`src/rtl/cache_fill_ctrl.sv`:
```
// Miss/fill and full-invalidate sequencer for a set-associative cache.
// Optional: define CACHE_FILL_LFSR_VICTIM_EN to pick full-set victims from an 8-bit LFSR instead of round-robin.
module cache_fill_ctrl #(
  parameter int LINES  = 256,
  parameter int WAYS   = 4,
  parameter int AWID   = 32,
  parameter int DW     = 128,
  parameter int BEATS  = 4,
  parameter int TAGBIT = 14
) (
  input  logic                      clk,
  input  logic                      rst_n,
  input  logic                      miss_req,
  input  logic [AWID-1:0]           miss_adr,
  input  logic [WAYS-1:0]           way_valid,
  output logic                      miss_ack,
  output logic                      fill_err,
  input  logic                      inv_all,
  output logic                      inv_ack,
  output logic                      busy,
  output logic                      mem_req,
  output logic [AWID-1:0]           mem_adr,
  input  logic                      mem_gnt,
  input  logic                      mem_rvalid,
  input  logic [DW-1:0]             mem_rdata,
  input  logic                      mem_rerr,
  output logic                      wr_en,
  output logic [$clog2(WAYS)-1:0]   wr_way,
  output logic [$clog2(LINES)-1:0]  wr_ndx,
  output logic [$clog2(BEATS)-1:0]  wr_beat,
  output logic [DW-1:0]             wr_data,
  output logic                      tag_we,
  output logic [AWID-TAGBIT-1:0]    tag_out,
  output logic                      valid_set,
  output logic [WAYS-1:0]           valid_clr
);

  localparam int WAYW  = $clog2(WAYS);
  localparam int NDXW  = $clog2(LINES);
  localparam int BEATW = $clog2(BEATS);
  localparam int TAGW  = AWID - TAGBIT;
  localparam int OFFW  = TAGBIT - NDXW;
  localparam logic [AWID-1:0] OFF_MASK = {{(AWID-OFFW){1'b0}}, {OFFW{1'b1}}};

  typedef enum logic [2:0] {
    S_IDLE = 3'd0,
    S_REQ  = 3'd1,
    S_FILL = 3'd2,
    S_DONE = 3'd3,
    S_ERR  = 3'd4,
    S_INV  = 3'd5
  } state_t;

  function automatic logic [WAYS-1:0] f_onehot(input logic [WAYW-1:0] way);
    f_onehot      = '0;
    f_onehot[way] = 1'b1;
  endfunction

  state_t            r_state;
  state_t            w_state_nxt;
  logic [BEATW-1:0]  r_beat_cnt;
  logic [BEATW-1:0]  w_beat_cnt_nxt;
  logic [AWID-1:0]   w_adr_line;
  logic              w_free_found;
  logic [WAYW-1:0]   w_free_way;
  logic [WAYW-1:0]   w_repl_way;
  logic [WAYW-1:0]   w_victim;
  logic              w_victim_sel;

  logic              w_miss_ack_nxt;
  logic              w_fill_err_nxt;
  logic              w_inv_ack_nxt;
  logic              w_mem_req_nxt;
  logic [AWID-1:0]   w_mem_adr_nxt;
  logic              w_wr_en_nxt;
  logic [WAYW-1:0]   w_wr_way_nxt;
  logic [NDXW-1:0]   w_wr_ndx_nxt;
  logic [BEATW-1:0]  w_wr_beat_nxt;
  logic [DW-1:0]     w_wr_data_nxt;
  logic              w_tag_we_nxt;
  logic [TAGW-1:0]   w_tag_out_nxt;
  logic              w_valid_set_nxt;
  logic [WAYS-1:0]   w_valid_clr_nxt;

  assign w_adr_line   = miss_adr & ~OFF_MASK;
  assign w_free_found = ~&way_valid;
  assign w_victim     = w_free_found ? w_free_way : w_repl_way;

  // Lowest-numbered invalid way at the miss set.
  always_comb begin
    w_free_way = '0;
    for (int i = WAYS - 1; i >= 0; i--) begin
      w_free_way = way_valid[i] ? w_free_way : WAYW'(i);
    end
  end

`ifdef CACHE_FILL_LFSR_VICTIM_EN
  logic [7:0] r_lfsr;

  assign w_repl_way = r_lfsr[WAYW-1:0];

  // Galois LFSR x^8+x^6+x^5+x^4+1, stepped once per accepted miss.
  always_ff @(posedge clk or negedge rst_n) begin
    if (!rst_n) begin
      r_lfsr <= 8'h01;
    end else if (w_victim_sel) begin
      r_lfsr <= r_lfsr[0] ? ((r_lfsr >> 1) ^ 8'hB8) : (r_lfsr >> 1);
    end else begin
      r_lfsr <= r_lfsr;
    end
  end
`else
  logic [WAYW-1:0] r_rr;

  assign w_repl_way = r_rr;

  // Round-robin pointer advances only when a fully valid set forces replacement.
  always_ff @(posedge clk or negedge rst_n) begin
    if (!rst_n) begin
      r_rr <= '0;
    end else if (w_victim_sel && !w_free_found) begin
      r_rr <= r_rr + WAYW'(1);
    end else begin
      r_rr <= r_rr;
    end
  end
`endif

  // Next-state and next-output decode; every output is registered from these.
  always_comb begin
    w_state_nxt     = r_state;
    w_beat_cnt_nxt  = r_beat_cnt;
    w_victim_sel    = 1'b0;
    w_miss_ack_nxt  = 1'b0;
    w_fill_err_nxt  = 1'b0;
    w_inv_ack_nxt   = 1'b0;
    w_mem_req_nxt   = 1'b0;
    w_mem_adr_nxt   = mem_adr;
    w_wr_en_nxt     = 1'b0;
    w_wr_way_nxt    = wr_way;
    w_wr_ndx_nxt    = wr_ndx;
    w_wr_beat_nxt   = wr_beat;
    w_wr_data_nxt   = wr_data;
    w_tag_we_nxt    = 1'b0;
    w_tag_out_nxt   = tag_out;
    w_valid_set_nxt = 1'b0;
    w_valid_clr_nxt = '0;
    case (r_state)
      S_IDLE: begin
        // The ack cycle is skipped so a still-held request is not taken twice.
        if (miss_ack || inv_ack) begin
          w_state_nxt = S_IDLE;
        end else if (inv_all) begin
          w_state_nxt     = S_INV;
          w_wr_ndx_nxt    = '0;
          w_valid_clr_nxt = {WAYS{1'b1}};
        end else if (miss_req) begin
          w_state_nxt     = S_REQ;
          w_victim_sel    = 1'b1;
          w_beat_cnt_nxt  = '0;
          w_mem_req_nxt   = 1'b1;
          w_mem_adr_nxt   = w_adr_line;
          w_wr_way_nxt    = w_victim;
          w_wr_ndx_nxt    = w_adr_line[TAGBIT-1:OFFW];
          w_tag_out_nxt   = w_adr_line[AWID-1:TAGBIT];
          w_valid_clr_nxt = f_onehot(w_victim);
        end else begin
          w_state_nxt = S_IDLE;
        end
      end
      S_REQ: begin
        if (mem_gnt) begin
          w_state_nxt   = S_FILL;
          w_mem_req_nxt = 1'b0;
        end else begin
          w_state_nxt   = S_REQ;
          w_mem_req_nxt = 1'b1;
        end
      end
      S_FILL: begin
        if (mem_rvalid && mem_rerr) begin
          w_state_nxt    = S_ERR;
          w_beat_cnt_nxt = '0;
        end else if (mem_rvalid) begin
          w_wr_en_nxt    = 1'b1;
          w_wr_beat_nxt  = r_beat_cnt;
          w_wr_data_nxt  = mem_rdata;
          w_beat_cnt_nxt = r_beat_cnt + BEATW'(1);
          if (r_beat_cnt == BEATW'(BEATS - 1)) begin
            w_state_nxt     = S_DONE;
            w_tag_we_nxt    = 1'b1;
            w_valid_set_nxt = 1'b1;
          end else begin
            w_state_nxt = S_FILL;
          end
        end else begin
          w_state_nxt = S_FILL;
        end
      end
      S_DONE: begin
        w_state_nxt    = S_IDLE;
        w_miss_ack_nxt = 1'b1;
      end
      S_ERR: begin
        w_state_nxt    = S_IDLE;
        w_miss_ack_nxt = 1'b1;
        w_fill_err_nxt = 1'b1;
      end
      S_INV: begin
        if (wr_ndx == NDXW'(LINES - 1)) begin
          w_state_nxt   = S_IDLE;
          w_inv_ack_nxt = 1'b1;
        end else begin
          w_state_nxt     = S_INV;
          w_wr_ndx_nxt    = wr_ndx + NDXW'(1);
          w_valid_clr_nxt = {WAYS{1'b1}};
        end
      end
      default: begin
        w_state_nxt = S_IDLE;
      end
    endcase
  end

  // State, beat counter and output registers.
  always_ff @(posedge clk or negedge rst_n) begin
    if (!rst_n) begin
      r_state    <= S_IDLE;
      r_beat_cnt <= '0;
      miss_ack   <= 1'b0;
      fill_err   <= 1'b0;
      inv_ack    <= 1'b0;
      busy       <= 1'b0;
      mem_req    <= 1'b0;
      mem_adr    <= '0;
      wr_en      <= 1'b0;
      wr_way     <= '0;
      wr_ndx     <= '0;
      wr_beat    <= '0;
      wr_data    <= '0;
      tag_we     <= 1'b0;
      tag_out    <= '0;
      valid_set  <= 1'b0;
      valid_clr  <= '0;
    end else begin
      r_state    <= w_state_nxt;
      r_beat_cnt <= w_beat_cnt_nxt;
      miss_ack   <= w_miss_ack_nxt;
      fill_err   <= w_fill_err_nxt;
      inv_ack    <= w_inv_ack_nxt;
      busy       <= (w_state_nxt != S_IDLE);
      mem_req    <= w_mem_req_nxt;
      mem_adr    <= w_mem_adr_nxt;
      wr_en      <= w_wr_en_nxt;
      wr_way     <= w_wr_way_nxt;
      wr_ndx     <= w_wr_ndx_nxt;
      wr_beat    <= w_wr_beat_nxt;
      wr_data    <= w_wr_data_nxt;
      tag_we     <= w_tag_we_nxt;
      tag_out    <= w_tag_out_nxt;
      valid_set  <= w_valid_set_nxt;
      valid_clr  <= w_valid_clr_nxt;
    end
  end

endmodule

```
`config.mk`:
```
export PLATFORM = sky130hd
export DESIGN_NAME = cache_fill_ctrl
export DESIGN_NICKNAME = d
export VERILOG_FILES = /design/src/rtl/cache_fill_ctrl.sv
export SDC_FILE = /design/constraint.sdc
export NUM_CORES = 1
export LEC_CHECK = 0
export ABC_AREA = 1
export CAP_MARGIN = 20
export CORE_AREA = 5 5 140 142
export DETAILED_ROUTE_END_ITERATION = 7
export DIE_AREA = 0 0 145 147
export DONT_BUFFER_PORTS = 1
export GPL_TIMING_DRIVEN = 0
export PLACE_DENSITY = 0.6
export SYNTH_ARGS = -nofsm -noshare
export SYNTH_HDL_FRONTEND = slang
export SYNTH_SLANG_ARGS = --single-unit
```
`constraint.sdc`:
```
create_clock -name clk -period 2.1 [get_ports clk]
set_clock_uncertainty 0.1 [all_clocks]
set_input_delay 0.42 -clock clk [delete_from_list [all_inputs] [get_ports clk]]
set_output_delay 0.42 -clock clk [all_outputs]
set_load 0.03 [all_outputs]
```
## Yosys cells after proc, flatten, opt, wreduce, memory -nomap -nowiden

Index checks and enable logic that the tools add are counted.

| cells by class | value |
|---|---|
| magnitude comparators | 2 |
| reductions and logical operators | 14 |
| bitwise gates (word level) | 3 |
| add/sub/neg operators | 3 |
| equal/unequal tests | 13 |
| mux-type cells | 49 |

Operators with widths:

| kind | count |
|---|---|
| $mux 8 | 4 |
| $mux 2 | 11 |
| $mux 1 | 19 |
| $mux 4 | 4 |
| $pmux 8 s2 | 1 |
| $mux 3 | 5 |
| $pmux 3 s4 | 1 |
| $reduce_and 4->1 | 3 |
| $add 8x1->8 const B | 1 |
| $eq 8x8->1 const B | 1 |
| $ne 2x2->1 const B | 4 |
| $pmux 4 s2 | 1 |
| $eq 3x2->1 const B | 2 |
| $eq 3x3->1 const B | 2 |
| $ne 3x3->1 const B | 2 |
| $reduce_and 5->1 | 1 |
| $add 2x1->2 const B | 2 |
| $pmux 2 s2 | 1 |
| $reduce_bool 2->1 | 2 |
| $eq 3x1->1 const B | 1 |
| $logic_and 1x1->1 | 3 |
| $logic_not 3->1 | 1 |
| $lt 2x3->1 const B | 1 |
| $not 1->1 | 3 |
| other kinds (8) | 8 |

| storage, ports and cells | value |
|---|---|
| flip-flop bits (word level) | 202 |
| output and inout bits | 202 |
| logic and storage cells | 101 |

## Logic depth before layout (Yosys ltp)

| logic depth | value |
|---|---|
| depth in word-level cells | 13 |
| depth in mapped cells | 9 |
| gate-level depth less buffers | 9 |

## Worst setup path before layout

No wires, ideal clock.

| path | value |
|---|---|
| path kind | reg-to-reg |
| start point | reg wr_ndx[0] |
| end point | reg busy |
| period minus slack after synthesis | 1.837 ns |
| data arrival time | 1.615 ns |
| path slack | 0.263 ns |
| stages on the path, launching flop included | 9 |
| path through | dfrtp_1 > ha_1 > nand2_1 > nor2_2 > nand4_1 > nand2_2 > nand2_4 > nor2_1 > nand2_1 |

| on the way | value |
|---|---|
| cells in the longest elaborated chain, start to end | 4 |

RTL lines:

| item | line | source |
|---|---|---|
| from (decl) | 29 | `output logic [$clog2(LINES)-1:0] wr_ndx,` |
| from (signal assigned) | 256 | `wr_ndx <= w_wr_ndx_nxt;` |
| $eq 8x8->1 | 210 | `if (wr_ndx == NDXW'(LINES - 1)) begin` |
| $mux 3 | 210 |  |
| $pmux 3 s4 | 148 | `case (r_state)` |
| $reduce_bool 3->1 | 251 | `busy <= (w_state_nxt != S_IDLE);` |
| to (signal assigned) | 251 |  |
| to (decl) | 20 | `output logic busy,` |

No other way between the ends.
A chain may end at the register's enable or synchronous reset.

## Worst setup path in the final report

| path | value |
|---|---|
| start point | reg wr_ndx[0] |
| end point | reg valid_clr[3] |

| on the way | value |
|---|---|
| cells in the longest elaborated chain, start to end | 3 |

RTL lines:

| item | line | source |
|---|---|---|
| $eq 8x8->1 | 210 |  |
| $mux 4 | 210 |  |
| $pmux 4 s2 | 148 |  |
| via w_valid_clr_nxt[3] | 83 | `logic [WAYS-1:0] w_valid_clr_nxt;` |
| to (signal assigned) | 262 | `valid_clr <= w_valid_clr_nxt;` |
| to (decl) | 35 | `output logic [WAYS-1:0] valid_clr` |

The timed path passes the listed nets, and every way through them passes these cells.

==> results_dict.tcl <==
set metrics [dict create \
    yosysUniqueCellTypes 26 \
    n_antenna_cell 0 \
    worst_setup_path_end_kind "flip-flop" \
    grt_pass1_vias 6271 \
    routed_wl_um 21500 \
    cellLeakagePower_nw 5.13 \
    ys_warn_count 0 \
    worst_pin_slew_ns 0.529 \
    cap_violations 0 \
    rows 50 \
    drtIter0Drc 304 \
    synthTopCellsByCount "520 x nand2_1, 184 x dfrtp_1, 29 x buf_4, 26 x inv_1, 24 x buf_2" \
    synth_area_per_cell_um2 8.56 \
    numCtsBuffers 17 \
    area_delta_synth_final_pct 28.3 \
    drcViolationCount 0 \
    stdcell_area_mm2 0.00956 \
    drt-pass1-iter-count 5 \
    syn_area_mm2 0.00745 \
    grt_pass1_wl_um 33900 \
    fin_util 0.522 \
    hold_violations 184 \
    clock_sinks 184 \
    ys.flop_type "dfrtp_1" \
    vias 6053 \
    setup.worst_path.start_class "flip-flop" \
    place_area_mm2 0.00776 \
    die-area_mm2 0.0213 \
    max_clock_freq_ghz 0.506 \
    drt-vias-per-instance 4.80 \
    post-synth-top-area-fraction 0.618 \
    synth_cells 870 \
    clk_latency_ns 0.42 \
    dp_hpwl_um 15000 \
    cellPowerDensity_mw_per_mm2 1560 \
    drive_gt1_frac 0.0954 \
    wire_per_inst_um 17.0 \
    period_share 0.942 \
    clkTransAtPathRegs_ns 0.07 \
    worst_hold_slack_ns -0.411 \
    ys_ff_latch 184 \
    synth_edf_count 0 \
    violations "negative hold slack" \
    cts_tree "done" \
    path_class "reg -> reg" \
    die_y_um 147 \
    relSlewSlack 0.648 \
    clock_path_buffers 2 \
    crit_fanout 6 \
    slew_violations 0 \
    overflow 0 \
    ios 373 \
    grtUsageTotal 0.195 \
    worst_ep_arrival_time_ns 2.16 \
    synth.largest_area_cell "dfrtp_1" \
    reg2reg_depth 7 \
    synthArstFlopShare 1.00 \
    peakVddDrop_mv 0.739 \
    place.port_buffers 0 \
    initial_core_util 0.406 \
    grt_max_degree 185 \
    fp.dieW_um 145 \
    hold_class "in -> async" \
    core_area_mm2 0.0183 \
    synth_most_common_cell "nand2_1" \
    status "finished with violations" \
    setup_violations 0 \
    cts-root-buf "clkbuf_16" \
    seq_area_frac_synth 0.618 \
    gp_congestion 0.880 \
    htreeDepth 4 \
    ant_nets 0 \
    antenna_found_initial 1 \
    fin_nets 1187 \
    synth_area_leaders "dfrtp_1 62%, nand2_1 26%, buf_4 2.9%" \
    required_ns 2.28 \
    fin_crit_ns 1.98 \
]
-- area by class of cell --
type                            count  area [µm²]
Buffer                             59         360
Clock buffer                       17         425
Clock inverter                     15         159
Fill cell                        1621        8770
Inverter                           29         109
Multi-Input combinational cell    603        2410
Sequential cell                   184        4610
Tap cell                          234         293
Timing Repair Buffer              120        1200
-- sequential cells by signal, indices dropped and copies added, names as in the netlist, 2 cells and up --
signal / flops
mem_adr: 8
r_beat_cnt: 2
r_rr: 2
r_state: 3
tag_out: 18
valid_clr: 4
wr_beat: 2
wr_data: 128
wr_ndx: 8
wr_way: 2
-- worst max-delay path: stages (launching register included) --
cell     delay, ns
dfrtp_2       0.52
ha_2          0.25
nand2_1       0.08
nor2_2        0.15
nand4_1       0.18
buf_4         0.21
a21oi_2       0.19
o21ai_0       0.15
-- through the flow --
| stage | std cells | power (mW) | hold slack, ns | worst slack, ns | setup TNS (ns) |
|---|---|---|---|---|---|
| CTS | 1254 | 15.0 | -0.434 | 0.0849 | 0 |
| global route | 1261 | 15.7 | -0.449 | -0.0218 | -0.0234 |
| finish | 1261 | 14.9 | -0.411 | 0.122 | 0 |
| floorplan | 875 | 10.7 | 0.0244 | 0.263 | 0 |
| detailed placement | 1109 | 11.6 | 0.0273 | -0.0250 | -0.0373 |
| global placement | 1109 | 11.5 | 0.0282 | -0.0549 | -0.0758 |
-- logic make-up (layout without fill, tap and decap cells) --
logic type	after synthesis	after routing	share of synthesized area
xor gates and xnor gates	3	3	0.00353
other	1	6	0.000503
buffers and inverters	88	240	0.0630
and+or+nand+nor	564	564	0.291
DFF	184	184	0.618
AOI/OAI and AO/OA	28	28	0.0203
adders and majority gates	2	2	0.00336
-- placed cells by master (no fill, tap or decap), types with 2 or more instances in the layout --
cell type	instances
nand4_1	2
nand3_1	21
inv_1	26
clkinv_2	2
dlygate4sd3_1	119
inv_2	3
o22ai_1	3
clkbuf_1	6
buf_4	30
dfrtp_1	182
nand2_4	2
nand2_1	520
nor2_1	16
clkinvlp_4	3
inv_8	4
conb_1	6
buf_2	24
xnor2_1	2
dfrtp_2	2
clkbuf_16	17
inv_6	3
o21ai_0	20
-- path summary, 6_finish.rpt --
kind / startpoint / endpoint / slack [ns]
max: wr_ndx[0]$_DFFE_PN0P_ / valid_clr[3]$_DFF_PN0_ / 0.12
min: rst_n / wr_data[25]$_DFFE_PN0P_ / -0.41
max reg2reg: wr_ndx[0]$_DFFE_PN0P_ / valid_clr[3]$_DFF_PN0_ / 0.12
min reg2reg: r_rr[1]$_DFFE_PN0P_ / r_rr[1]$_DFFE_PN0P_ / 0.38
max in group asynchronous: rst_n / wr_beat[0]$_DFFE_PN0P_ / 2.07
min in group clk: mem_rdata[72] / wr_data[72]$_DFFE_PN0P_ / 0.02
-- where the power goes --
| group | internal [mW] | switching, mW |
|---|---|---|
| logic | 1.17 | 1.72 |
| clock network | 1.69 | 1.48 |
| registers | 4.89 | 3.94 |
-- timing repair --
item,CTS,global route
buffers inserted,0,1
hold buffers,113,6
resized for setup,2,3
hold endpoints to repair,297,190
pin swaps,0,0
setup endpoints to repair,2,4
-- routing by layer --
layer,track usage,part of all wire,vias up
met1,0.237,0.39,2821
met3,0.0672,0.089,36
met2,0.326,0.50,289
li1,-,-,2905
met5,0,0.00088,-
met4,0.0678,0.025,2
(Power assumes the default switching activity.)
